$ cat src/rtl/rom_bcd_reader.sv
`timescale 1ns/1ps
// Reads one ROM word, converts it to packed BCD by shift-add-3, offers it on valid/ready.
// Latency: result valid 15 clocks after the start edge (defaults); ovf saturates to all-9s.
// Backpressure: result held stable in HOLD until out_ready; ROM_BCD_AUTO_SCAN_EN enables wrap-around scan.
module rom_bcd_reader #(
    parameter int N      = 3,
    parameter int O      = 14,
    parameter int DIGITS = 4
) (
    input  logic                clk,
    input  logic                rst_n,
    input  logic                start,
    input  logic [N-1:0]        addr_req,
    output logic [N-1:0]        rom_addr,
    input  logic [O-1:0]        rom_data,
    output logic                busy,
    output logic [4*DIGITS-1:0] bcd,
    output logic                ovf,
    output logic                out_valid,
    input  logic                out_ready
);

    localparam int BW = 4 * DIGITS;
    localparam int CW = $clog2(O + 1);

    function automatic longint pow10(input int d);
        longint p;
        p = 1;
        for (int i = 0; i < d; i++) p = p * 10;
        return p;
    endfunction

    localparam logic [63:0]   LIMIT = 64'(pow10(DIGITS) - 1);
    localparam logic [BW-1:0] SAT   = {DIGITS{4'h9}};
    localparam logic [CW-1:0] LAST  = CW'(O - 1);

    typedef enum logic [1:0] {
        S_IDLE,
        S_FETCH,
        S_CONV,
        S_HOLD
    } state_t;

    state_t           r_state;
    logic [N-1:0]     r_rom_addr;
    logic [O-1:0]     r_shift;
    logic [BW-1:0]    r_acc;
    logic [CW-1:0]    r_cnt;
    logic [BW-1:0]    r_bcd;
    logic             r_ovf;
    logic             r_out_valid;
    logic             r_busy;

    logic [BW-1:0]    w_adj;
    logic [BW+O-1:0]  w_cat;
    logic [BW-1:0]    w_acc_next;
    logic [O-1:0]     w_shift_next;
    logic             w_over;

    // Add-3 correction on every nibble >= 5, then shift the combined {acc, shift} left.
    always_comb begin
        w_adj = '0;
        for (int i = 0; i < DIGITS; i++) begin
            w_adj[4*i +: 4] = (r_acc[4*i +: 4] >= 4'd5) ? (r_acc[4*i +: 4] + 4'd3)
                                                        : r_acc[4*i +: 4];
        end
        w_cat        = {w_adj, r_shift} << 1;
        w_acc_next   = w_cat[BW+O-1:O];
        w_shift_next = w_cat[O-1:0];
    end

    assign w_over = (64'(rom_data) > LIMIT);

    always_ff @(posedge clk or negedge rst_n) begin
        if (!rst_n) begin
            r_state     <= S_IDLE;
            r_rom_addr  <= '0;
            r_shift     <= '0;
            r_acc       <= '0;
            r_cnt       <= '0;
            r_bcd       <= '0;
            r_ovf       <= 1'b0;
            r_out_valid <= 1'b0;
            r_busy      <= 1'b0;
        end else begin
            case (r_state)
                S_IDLE: begin
                    if (start) begin
                        r_rom_addr <= addr_req;
                        r_busy     <= 1'b1;
                        r_state    <= S_FETCH;
                    end
                end
                S_FETCH: begin
                    r_shift <= rom_data;
                    r_acc   <= '0;
                    r_cnt   <= '0;
                    r_ovf   <= w_over;
                    r_state <= S_CONV;
                end
                S_CONV: begin
                    r_acc   <= w_acc_next;
                    r_shift <= w_shift_next;
                    r_cnt   <= r_cnt + CW'(1);
                    // Final iteration publishes directly so valid rises on the O-th conversion edge.
                    if (r_cnt == LAST) begin
                        r_bcd       <= r_ovf ? SAT : w_acc_next;
                        r_out_valid <= 1'b1;
                        r_state     <= S_HOLD;
                    end
                end
                S_HOLD: begin
                    if (out_ready) begin
                        r_out_valid <= 1'b0;
`ifdef ROM_BCD_AUTO_SCAN_EN
                        r_rom_addr  <= r_rom_addr + N'(1);
                        r_state     <= S_FETCH;
`else
                        r_busy      <= 1'b0;
                        r_state     <= S_IDLE;
`endif
                    end
                end
                default: begin
                    r_state <= S_IDLE;
                end
            endcase
        end
    end

    assign rom_addr  = r_rom_addr;
    assign busy      = r_busy;
    assign bcd       = r_bcd;
    assign ovf       = r_ovf;
    assign out_valid = r_out_valid;

endmodule
$ cat config.mk
export PLATFORM = sky130hd
export DESIGN_NAME = rom_bcd_reader
export DESIGN_NICKNAME = d
export VERILOG_FILES = /design/src/rtl/rom_bcd_reader.sv
export SDC_FILE = /design/constraint.sdc
export NUM_CORES = 1
export LEC_CHECK = 0
export CAP_MARGIN = 30
export CORE_UTILIZATION = 50
export CTS_CLUSTER_DIAMETER = 80
export CTS_CLUSTER_SIZE = 25
export DETAILED_ROUTE_END_ITERATION = 7
export PLACE_DENSITY = 0.85
export SYNTH_ARGS = -nofsm -noshare
export SYNTH_HDL_FRONTEND = slang
export SYNTH_SLANG_ARGS = --single-unit
$ cat constraint.sdc
create_clock -name clk -period 2.1 [get_ports clk]
set_input_delay 0.42 -clock clk [delete_from_list [all_inputs] [get_ports clk]]
set_output_delay 0.42 -clock clk [all_outputs]
set_load 0.03 [all_outputs]
==> metrics <==
number of synthesized register bits between 50 and 60; DP HPWL 3980 um; Die X slightly below 80 um; ys flop type dfrtp_1; Clock Pin Slew Worst Setup and Hold Paths 60 ps; switching power around 1.6 mW; drt pass-1 iters 5; Max Buffers Root-to-Sink 2; share of cells above drive strength 1 0.145; Int Power between 2 and 3 mW; top post-synthesis cells by count 58 x dfrtp_1, 27 x nor2_1, 25 x inv_1, 19 x a21oi_1, 19 x nand2_1; Worst Setup Path Type register to output pin; post-synth top area share 0.502; Die H 78.1 um; All-Layer GR Usage 0.210; die footprint 6100 um^2; Seq/Total Area, Yosys 0.502; Setup WS pre-CTS 267 ps; run status finished, final reports clean; DRC Markers 0; hold-fix buffers at CTS 0; via count 2181; Mapped Cells about 280; crit path DAT ~1400 ps; buffers and inverters on the worst path 1; I/O pin count 43; mean area per synthesized cell between 10 and 15 um^2; first-pass GRT wire length around 9800 um; Initial Util 0.522; total of max-cap violations 0; net switching fraction of the power 0.384; unrepaired setup endpoints after global routing false; WP data required around 1700 ps; Slew HR 0.717; Post-CTS Setup Repair Bufs 0; crit path max-delay cell type clkdlybuf4s50_1; Sequential Power Share 0.371; Worst path max stage delay between 600 and 700 ps; leading area contributor after synthesis dfrtp_1; CP Launch Type register; clk_lat worst skew roughly 320 ps; Distinct cells, synth 37; # port buffers 42; vias per cell between 5 and 6; clock buffer count from CTS 9; Final Skew around 4.3 ps; diode count 0; Sum Neg Setup Slack 0 ps; final net count roughly 360; clock root buffer clkbuf_8; crit path max fanout 2; area of the mapped netlist 2890 um^2; antenna viol nets, final 0; FMAX 543 MHz; Mapped Nets 314; Yosys warnings 0; Slew Viols, Final 0; Hold Path Class input pin to async pin; Cell Pwr Density about 1200 nW/um^2; fin crit period about 1800 ps; worst setup margin 258 ps; count leader, synth dfrtp_1; Core Footprint 5540 um^2; EDFF count, synth 0; wire length per cell 14.3 um; Comb power frac 0.398; vias in the first global route 2101; drt total wl about 5800 um; Std-Cell Rows 27; final setup fails 0; clock network power share 0.231; initial antenna violation count 0; H-tree levels 3; Final Hold Vio Count 0; Final Wtd Congestion between 0.7 and 0.8; Area Growth Syn to Fin 24.3%; clk sinks 58; maximum vdd ir drop 0.706 mV; PostCTS Resize Cnt 0; leakage 1.52 nW; DR iter-0 viols approximately 160; async set-reset flop share out of synthesis 1.00; CP delay by family, top buffers and inverters; top post-synthesis cells by area dfrtp_1 50%, ha_1 6.5%, mux2i_1 4.5%; Final Cycle Share 0.877; Congestion Overflow GR 0; Setup crit end kind output pin; measured slew at the worst slew-check pin 424 ps; TritonCTS clock tree done; critical-path cell list clkdlybuf4s50_1; largest net degree at the start of global routing 59
==> power groups by stage <==
stage,clock (mW),combinational [mW],sequential [mW]
after floorplan,0,1.14,1.61
after global placement,0,1.59,1.53
after detailed placement,0,1.66,1.55
after CTS,0.989,1.66,1.53
after global routing,1.03,1.84,1.57
final,0.957,1.65,1.53
==> flip-flops by register name (all words and copies together), names as in the netlist <==
name,flops
r_acc,16
r_state,2
ovf,1
rom_addr,3
bcd,16
r_cnt,4
r_shift,14
out_valid,1
busy,1
==> final timing paths <==
path	startpoint	to	slack, ps	cells after the start
min	rst_n	bcd[8]$_DFFE_PN0P_	80	2
max reg2reg	r_state[0]$_DFFE_PN0P_	bcd[12]$_DFFE_PN0P_	330	7
min in group clk	bcd[9]$_DFFE_PN0P_	bcd[9]$_DFFE_PN0P_	480	2
max in group asynchronous	rst_n	r_shift[4]$_DFFE_PN0P_	1750	2
min reg2reg	bcd[9]$_DFFE_PN0P_	bcd[9]$_DFFE_PN0P_	480	2
max	ovf$_DFFE_PN0N_	ovf	260	1
==> placed cells by master, fill, tap and decap left out, types with 2 or more instances in the layout <==
master           synthesis  layout
nor2_1                  27      27
ha_1                    15      15
o31ai_2                  5       5
a21oi_2                  4       4
xnor2_1                  4       4
o31ai_1                  3       3
a2111oi_0                3       3
nor3_1                   4       4
clkbuf_8                 0      13
nand3b_1                 2       2
nand2b_1                 5       5
a21oi_1                 19      19
mux2_2                   9       9
o21ai_0                 13      13
o22ai_1                 16      16
buf_4                    1       8
nand3_1                  5       5
a31oi_1                  4       4
clkinv_2                 0       2
clkdlybuf4s50_1          0      41
dfrtp_1                 58      58
inv_1                   25      25
mux2i_1                 13      13
nand2_1                 19      19
==> logic make-up (layout without fill, tap and decap cells) <==
kind of cell | after synthesis | after routing | share of synthesized area
flip-flops | 58 | 58 | 0.502
buffers and inverters | 38 | 91 | 0.0566
AO/OA/AOI/OAI | 72 | 72 | 0.171
multiplexers | 24 | 24 | 0.0891
adder cells (fa/ha/maj) | 15 | 15 | 0.0649
XOR/XNOR | 4 | 4 | 0.0121
AND/OR/NAND/NOR | 67 | 67 | 0.105
==> area by class of cell <==
| type | count | area, um^2 |
|---|---|---|
| clock buffers | 13 | 179 |
| clock inverters | 2 | 10.0 |
| fillers | 450 | 1940 |
| inverters | 25 | 93.8 |
| multi-input cells | 182 | 1280 |
| flip-flops and latches | 58 | 1450 |
| well taps | 72 | 90.1 |
| repair buffers | 51 | 495 |
==> routing by layer <==
metal,vias to the layer above,track usage,wire (um)
li1,1072,-,-
met1,1049,0.268,2600
met2,52,0.332,2860
met3,8,0.0535,231
met4,0,0.104,64
met5,-,0,0
==> stage by stage <==
stage | total power, mW | hold WS [ps] | instances | area (um^2) | utilization
after floorplan | 2.75 | 124 | 278 | 2890 | -
after global placement | 3.12 | 447 | 388 | 3410 | 0.615
after detailed placement | 3.21 | 449 | 388 | 3410 | 0.615
after CTS | 4.18 | 85.8 | 403 | 3600 | 0.650
after global routing | 4.44 | 91.8 | 403 | 3600 | 0.650
final | 4.14 | 83.3 | 403 | 3600 | 0.650
No activity file was read; power rests on OpenSTA's default activity.
